<file path="config.mk">
export PLATFORM = sky130hd
export DESIGN_NAME = mux2_sel_arb_flat
export DESIGN_NICKNAME = d
export VERILOG_FILES = /design/src/rtl/mux2_arb_pkg.sv /design/src/rtl/mux2_sel_arb_if.sv /design/src/rtl/mux2_arb_cnt.sv /design/src/rtl/mux2_sel_arb.sv /design/src/flat_wrapper.sv
export SDC_FILE = /design/constraint.sdc
export NUM_CORES = 1
export LEC_CHECK = 0
export CAP_MARGIN = 20
export CORE_AREA = 2 2 48 50
export DETAILED_ROUTE_END_ITERATION = 12
export DIE_AREA = 0 0 50 52
export DONT_BUFFER_PORTS = 1
export PLACE_DENSITY = 0.54
export SYNTH_ARGS = -nofsm -noshare
export SYNTH_HDL_FRONTEND = slang
export SYNTH_SLANG_ARGS = --single-unit
</file>
<file path="constraint.sdc">
create_clock -name i_clk -period 2.4 [get_ports i_clk]
set_input_delay 0.48 -clock i_clk [delete_from_list [all_inputs] [get_ports i_clk]]
set_output_delay 0.48 -clock i_clk [all_outputs]
set_load 0.02 [all_outputs]
</file>
<file path="src/rtl/mux2_arb_pkg.sv">
// Shared state encoding and counter constants for the mux2_sel_arb two-way arbiter.
package mux2_arb_pkg;

  localparam int CNT_W         = 4;
  localparam int MAX_BURST_DEF = 4;

  typedef enum logic [1:0] {
    IDLE  = 2'b00,
    GNT_A = 2'b01,
    GNT_B = 2'b10
  } arb_state_t;

  // Terminal count of the burst counter: the last cycle a contested grant may keep.
  function automatic logic [CNT_W-1:0] burst_tc(input int max_burst);
    return CNT_W'(max_burst - 1);
  endfunction

endpackage

</file>
<file path="src/rtl/mux2_sel_arb_if.sv">
// Request/grant/select bundle between two requesters, the arbiter and the downstream MUX2.
interface mux2_sel_arb_if;

  logic ra;
  logic rb;
  logic s;
  logic ga;
  logic gb;
  logic v;

  modport master (
    output ra,
    output rb,
    input  s,
    input  ga,
    input  gb,
    input  v
  );

  modport slave (
    input  ra,
    input  rb,
    output s,
    output ga,
    output gb,
    output v
  );

endinterface

</file>
<file path="src/rtl/mux2_arb_cnt.sv">
// Burst counter for mux2_sel_arb: clear, increment, optional saturation and terminal-count flag.
module mux2_arb_cnt
  import mux2_arb_pkg::*;
#(
  parameter int MAX_BURST = MAX_BURST_DEF
) (
  input  logic i_clk,
  input  logic i_rst,
  input  logic i_clr,
  input  logic i_inc,
  input  logic i_sat,
  output logic o_tc
);

  localparam logic [CNT_W-1:0] TC_VAL = burst_tc(MAX_BURST);

  logic [CNT_W-1:0] r_cnt;
  logic             w_tc;

  assign w_tc = (r_cnt == TC_VAL);
  assign o_tc = w_tc;

  // Clear wins over increment; with saturation enabled the count parks at the terminal value.
  always_ff @(posedge i_clk) begin
    if (i_rst) begin
      r_cnt <= '0;
    end else if (i_clr) begin
      r_cnt <= '0;
    end else if (i_inc && !(i_sat && w_tc)) begin
      r_cnt <= r_cnt + CNT_W'(1);
    end
  end

endmodule

</file>
<file path="src/rtl/mux2_sel_arb.sv">
// Two-source burst-limited arbiter driving a MUX2 select; MUX2_ARB_LOCK_EN adds the i_lk grant-lock input.
module mux2_sel_arb
  import mux2_arb_pkg::*;
#(
  parameter int MAX_BURST = MAX_BURST_DEF
) (
  input  logic          i_clk,
  input  logic          i_rst,
`ifdef MUX2_ARB_LOCK_EN
  input  logic          i_lk,
`endif
  mux2_sel_arb_if.slave io_arb
);

  arb_state_t r_state;
  arb_state_t w_next;

  logic r_last;
  logic r_s;
  logic r_ga;
  logic r_gb;
  logic r_v;

  logic w_ra;
  logic w_rb;
  logic w_tc;
  logic w_lock;
  logic w_cnt_clr;
  logic w_cnt_inc;

  assign w_ra = io_arb.ra;
  assign w_rb = io_arb.rb;

`ifdef MUX2_ARB_LOCK_EN
  assign w_lock = i_lk;
`else
  assign w_lock = 1'b0;
`endif

  mux2_arb_cnt #(
    .MAX_BURST(MAX_BURST)
  ) u_cnt (
    .i_clk (i_clk),
    .i_rst (i_rst),
    .i_clr (w_cnt_clr),
    .i_inc (w_cnt_inc),
    .i_sat (w_lock),
    .o_tc  (w_tc)
  );

  always_ff @(posedge i_clk) begin
    if (i_rst) begin
      r_state <= IDLE;
    end else begin
      r_state <= w_next;
    end
  end

  always_comb begin
    w_next    = r_state;
    w_cnt_clr = 1'b0;
    w_cnt_inc = 1'b0;
    unique case (r_state)
      IDLE: begin
        if (w_ra && w_rb) begin
          w_next = r_last ? GNT_A : GNT_B;
        end else if (w_ra) begin
          w_next = GNT_A;
        end else if (w_rb) begin
          w_next = GNT_B;
        end
      end
      GNT_A: begin
        if (!w_ra) begin
          w_next = w_rb ? GNT_B : IDLE;
        end else if (w_tc && !w_lock) begin
          if (w_rb) begin
            w_next = GNT_B;
          end else begin
            w_cnt_clr = 1'b1;
          end
        end else begin
          w_cnt_inc = 1'b1;
        end
      end
      GNT_B: begin
        if (!w_rb) begin
          w_next = w_ra ? GNT_A : IDLE;
        end else if (w_tc && !w_lock) begin
          if (w_ra) begin
            w_next = GNT_A;
          end else begin
            w_cnt_clr = 1'b1;
          end
        end else begin
          w_cnt_inc = 1'b1;
        end
      end
      default: begin
        w_next = IDLE;
      end
    endcase
    // Any fresh grant, including a direct A<->B handover, restarts the burst.
    if ((w_next != r_state) && (w_next != IDLE)) begin
      w_cnt_clr = 1'b1;
      w_cnt_inc = 1'b0;
    end
  end

  // Select and LAST only move on a grant, so the MUX2 output stays put while idle.
  always_ff @(posedge i_clk) begin
    if (i_rst) begin
      r_last <= 1'b1;
      r_s    <= 1'b0;
      r_ga   <= 1'b0;
      r_gb   <= 1'b0;
      r_v    <= 1'b0;
    end else begin
      r_ga <= (w_next == GNT_A);
      r_gb <= (w_next == GNT_B);
      r_v  <= (w_next == GNT_A) || (w_next == GNT_B);
      if (w_next == GNT_A) begin
        r_s    <= 1'b0;
        r_last <= 1'b0;
      end else if (w_next == GNT_B) begin
        r_s    <= 1'b1;
        r_last <= 1'b1;
      end
    end
  end

  assign io_arb.s  = r_s;
  assign io_arb.ga = r_ga;
  assign io_arb.gb = r_gb;
  assign io_arb.v  = r_v;

endmodule

</file>
<file path="src/flat_wrapper.sv">
// flat-port wrapper written by rule: the top's interface ports become plain ports
module mux2_sel_arb_flat import mux2_arb_pkg::*;
#(
  parameter int MAX_BURST = MAX_BURST_DEF
)
  (i_clk, i_rst, io_arb_ra, io_arb_rb, io_arb_s, io_arb_ga, io_arb_gb, io_arb_v);
  mux2_sel_arb_if io_arb_i ();
  input  logic i_clk;
  input  logic i_rst;
  input wire logic [$bits(io_arb_i.ra)-1:0] io_arb_ra;
  input wire logic [$bits(io_arb_i.rb)-1:0] io_arb_rb;
  output wire logic [$bits(io_arb_i.s)-1:0] io_arb_s;
  output wire logic [$bits(io_arb_i.ga)-1:0] io_arb_ga;
  output wire logic [$bits(io_arb_i.gb)-1:0] io_arb_gb;
  output wire logic [$bits(io_arb_i.v)-1:0] io_arb_v;
  assign io_arb_i.ra = io_arb_ra;
  assign io_arb_i.rb = io_arb_rb;
  assign io_arb_s = io_arb_i.s;
  assign io_arb_ga = io_arb_i.ga;
  assign io_arb_gb = io_arb_i.gb;
  assign io_arb_v = io_arb_i.v;
  mux2_sel_arb #(.MAX_BURST(MAX_BURST)) u_core (.i_clk(i_clk), .i_rst(i_rst), .io_arb(io_arb_i));
endmodule
</file>
-- Word level (Yosys, flattened, before mapping)
Index checks and enable logic that the tools add are counted.
Widths: inputs -> output; s select.
- add/subtract/negate cells: 1
- multipliers: 0
- div/mod/pow operators: 0
- order comparisons: 0
- eq/ne operators: 6
- shift operators: 0
- muxes and demuxes: 27
- bitwise gates (word level): 0
- reduce and logical (&&, ||, !) cells: 8
- operator list (operator ; count):
    $mux 2 ; 10
    $mux 1 ; 14
    $pmux 2 s3 ; 1
    $add 4x1->4 const B ; 1
    $eq 2x1->1 const B ; 2
    $eq 2x2->1 const B ; 2
    $eq 4x2->1 const B ; 1
    $pmux 1 s2 ; 2
    $reduce_bool 2->1 ; 2
    $reduce_or 2->1 ; 2
    $logic_and 1x1->1 ; 2
    $logic_not 2->1 ; 1
    $ne 2x2->1 ; 1
    $logic_or 1x1->1 ; 1
- flip-flop bits (word level): 11
- latch bits: 0
- memory bits (writable): 0
- ROM bits: 0
- bits of input ports: 4
- output and inout port bits: 4
- word-level logic and storage cells: 49
- memories: 0

-- Logic depth before layout (Yosys ltp)
- depth after elaboration: 8
- mapped depth: 11

-- Hierarchy
From an unflattened synthesis, not the netlist that was laid out.
- cells, all modules: 85
- area, all modules: 737.0 sq um
- modules (own cells, without submodules) (module ; instances ; cells an instance ; area an instance (sq um)):
    mux2_sel_arb ; 1 ; 63 ; 523.0
    mux2_arb_cnt ; 1 ; 22 ; 214.0

-- Worst setup path before layout
No wires, ideal clock.
- kind: reg-to-reg
- from: register u_core.u_cnt.r_cnt[0]
- to: register u_core.r_last
- arrival time: 1842 ps
- required time: 2283 ps
- setup slack: 441 ps
- cell stages (with the launch flop): 9
- buffers on the path: 0
- clock period less this slack: 1959 ps
- cells stage by stage: dfxtp_1 > ha_1 > or3b_1 > nor3b_1 > o21ai_0 > a21o_1 > ha_1 > o21ai_0 > nand2b_1
- cells in the longest elaborated chain, start to end: 6
- elaborated cells between the ends (all ways): 10
- those cells by class: 3 x eq/ne; 6 x mux; 1 x reduce/logical
- RTL lines (item ; RTL line ; source):
    from (decl) ; mux2_arb_cnt.sv:17 ; logic [CNT_W-1:0] r_cnt;
    from (signal assigned) ; mux2_arb_cnt.sv:30 ; r_cnt <= r_cnt + CNT_W'(1);
    $eq 4x2->1 (*) ; mux2_arb_cnt.sv:20 ; assign w_tc = (r_cnt == TC_VAL);
    $mux 2 (on tied branches) ; mux2_sel_arb.sv:89, mux2_sel_arb.sv:76 ;
    $mux 2 (on tied branches) ; mux2_sel_arb.sv:87, mux2_sel_arb.sv:74 ;
    $pmux 2 s3 (*) ; mux2_sel_arb.sv:63 ; unique case (r_state)
    $eq 2x1->1 or $eq 2x2->1 (tied branches) ; mux2_sel_arb.sv:122, mux2_sel_arb.sv:125 ;
    $mux 1 or $reduce_bool 2->1 (tied branches) ; -- ;
    to (signal assigned) ; mux2_sel_arb.sv:113 ; r_last <= 1'b1;
    to (signal assigned) ; mux2_sel_arb.sv:124 ; r_last <= 1'b0;
    to (signal assigned) ; mux2_sel_arb.sv:127 ; r_last <= 1'b1;
    to (decl) ; mux2_sel_arb.sv:18 ; logic r_last;
Mark *: on every way between the ends. The rest lies on a longest branch, timed or not.
A chain may end at the register's enable or synchronous reset.

-- Final worst setup path
Same ends and word-level chain as after synthesis.

==> summary.md <==
| Metric | Value |
|---|---|
| Post-Synthesis Cells | 97 |
| Max Transition Viols Final | 0 |
| Dominant cells by area after synthesis | dfxtp_1 (27%), ha_1 (12%), o21ai_0 (4.9%) |
| Detailed Route WL | 1630 um |
| Critical path arrival | 2.29 ns |
| Pwr dens | roughly 690 mW/mm^2 |
| Outcome | finished clean |
| Skew-Pair Late Insertion Delay | 0.26 ns |
| Hold_sp | i_rst |
| H-tree depth | 1 |
| Final GP Congestion | 0.759 |
| Sequential fraction of the synthesis area | 27.1% |
| Crit Path Class | reg -> reg |
| Worst path bufs/invs | 0 |
| Number of global-route vias before repair | around 660 |
| Routed vias | 684 |
| EDFF count, synth | 0 |
| Internal power | 0.383 mW |
| Critical path launch point type | register |
| DP Area | about 850 um^2 |
| WP data required | 2.56 ns |
| Post-route DRC | 0 |
| Max Buffers Root-to-Sink | 2 |
| Most frequent cells in the layout | dfxtp_1 (11), nand2_1 (9), o21ai_0 (8), ha_1 (8), nor2_1 (7) |
| Post_cts resized | 0 |
| Post-synth top area cell | dfxtp_1 |
| Final setup fails | 0 |
| Clock transition at path regs | 0.07 ns |
| WL per Instance | 12.6 um |
| Slowest stage cell, crit path | or3b_1 |
| Die area | 0.00260 mm^2 |
| CP Cell Sequence | ha_1 > or3b_1 > nor3b_1 > o21ai_0 > a21o_1 > ha_1 > o21ai_0 > nand2b_1 |
| FP Rows | 17 |
| Switching part of the total | 36.9% |
| Combinational Power Share | 38.9% |
| Cell leakage power | ~0.35 nW |
| Total Neg Setup Slack | 0 ns |
| Top-level I/O count | 8 |
| Synthesized cell area | 813 um^2 |
| Post-detail-place hpwl | 1280 um |
| Ant. Diodes | 0 |
| Final period util | 88.7% |
| Root Driver | clkbuf_4 |
| Peak VDD IR | 0.532 mV |
| Syn_area_per_cell | roughly 8.4 um^2 |
| Die W | about 50 um |
| Top FF cell, synth | dfxtp_1 |
| Pin count of the biggest net entering global routing | 18 |
| Initial antenna violation count | 0 |
| Post-DRT Antenna Nets | 0 |
| Switching pwr | 0.224 mW |
| MaxCap Viol Count | 0 |
| Most common cell after layout, fill and taps aside | dfxtp_1 |
| CTS tree | built |
| FF+latch area | roughly 220 um^2 |
| Top cell type's share of synthesized area | 27.1% |
| CP max FO | 4 |
| Synth cell types | 36 |
| Area grow syn2layout | 8.15% |
| Cts-stage hold buffer count | 0 |
| Buffer count from post-CTS setup fixing | 0 |
| Total gr overflow | 0 |
| Fraction of registers with async set/reset | 0% |
| CP endpoint kind | register |
| Nets@finish | roughly 110 |
| DRT iter0 DRCs | 17 |
| Crit path max-delay family | simple AND/OR/NAND/NOR gates |
| Fmax | 0.470 GHz |
| Design area | 880 um^2 |
| Final Skew | between 0.001 and 0.0015 ns |
| Die height | 52 um |
| Seq cells post-synth | 11 |
| CTS Buf Count | 3 |
| Min-delay worst type | in -> reg |
| Multi-input logic area | about 560 um^2 |
| Tmin final | 2.13 ns |
| Mapped Nets | 109 |
| Hold Fails Final Rpt | 0 |
| Worst slew margin | 78.9% |
| Fill count | 220 |
| Worst slew pin tran | ~0.31 ns |
| Number of vias per cell | 5.30 |
| Clock sink count | 11 |
| FF-to-FF Start | u_core.u_cnt.r_cnt[0] |
| Initial Util | 38.6% |
| CP Launch Point | u_core.u_cnt.r_cnt[0] |
| Global-route wire length before repair | 2930 um |
| RSZ-0062 raised after global routing | false |
| Sequential Power Share | 40.6% |
| Number of synthesis warnings | 0 |
| GRT Overall Usage | between 10% and 20% |
| Share of post-route cells with drive strength above 1 | 9.90% |
| First-pass DRT Iterations | 4 |
| Port Buffers | 0 |
| Core area | 0.00211 mm^2 |
| Clk pwr share | 20.6% |
| Max stage delay on crit path | 0.40 ns |
## metal layers
layer	vias to the layer above	track usage, %	share of wire [%]
met3	2	3.16	3.5
met5	-	0	0
met1	310	17.9	46
met2	12	24.6	50
li1	360	-	-
met4	0	7.41	0.80
## registers in the layout, summed over array words and instances, names as in the netlist
signal,flops
u_core.u_cnt.r_cnt,4
u_core.io_arb.ga,1
u_core.r_last,1
u_core.r_state,2
u_core.io_arb.gb,1
u_core.io_arb.v,1
u_core.io_arb.s,1
## logic make-up (layout without fill, tap and decap cells)
group,after synthesis,after routing,synth area share [%]
AO/OA/AOI/OAI,29,29,26.0
XOR/XNOR,2,2,2.15
adder cells (fa/ha/maj),8,8,12.3
buffers and inverters,8,12,4.00
flip-flops,11,11,27.1
multiplexers,2,2,2.62
AND/OR/NAND/NOR,37,37,25.8
## power groups by stage
stage | clock, mW | combinational [mW] | sequential [mW]
after floorplan | 0 | 0.190 | 0.248
after CTS | 0.132 | 0.239 | 0.247
final | 0.125 | 0.236 | 0.246
after global routing | 0.136 | 0.269 | 0.250
after detailed placement | 0 | 0.239 | 0.251
after global placement | 0 | 0.238 | 0.252
## metrics by stage
step / setup WS, ns / std cells / total power [mW] / utilization, % / hold slack, ns
finish: 0.271 / 129 / 0.608 / 41.8 / 0.276
global route: 0.116 / 129 / 0.655 / 41.8 / 0.262
CTS: 0.264 / 129 / 0.618 / 41.8 / 0.265
detailed placement: 0.281 / 125 / 0.490 / 40.5 / 0.554
global placement: 0.309 / 125 / 0.490 / 40.5 / 0.550
floorplan: 0.441 / 97 / 0.438 / - / 0.523
## cell usage after synthesis, types with 2 or more instances
cell	count
a21o_1	2
a21oi_1	6
buf_2	2
dfxtp_1	11
ha_1	8
inv_1	6
nand2_1	9
nand2b_1	3
nand3_1	3
nor2_1	7
nor2b_1	4
nor3b_1	4
o21ai_0	8
xnor2_1	2
## final cells by class
type                            count  area share (%)
Inverter                            6            2.56
Tap cell                           28            3.98
Clock buffer                        4            2.99
Timing Repair Buffer                2            1.71
Sequential cell                    11            25.0
Multi-Input combinational cell     78            63.7
## worst paths after layout
path,endpoint,slack (ns),cells after the start
hold / removal,u_core.io_arb.ga,0.28,1
setup reg to reg,u_core.r_last,0.27,8
hold reg to reg,u_core.u_cnt.r_cnt[1],0.55,2
setup / recovery,u_core.r_last,0.27,8
Power figures use the tool's default switching activity.
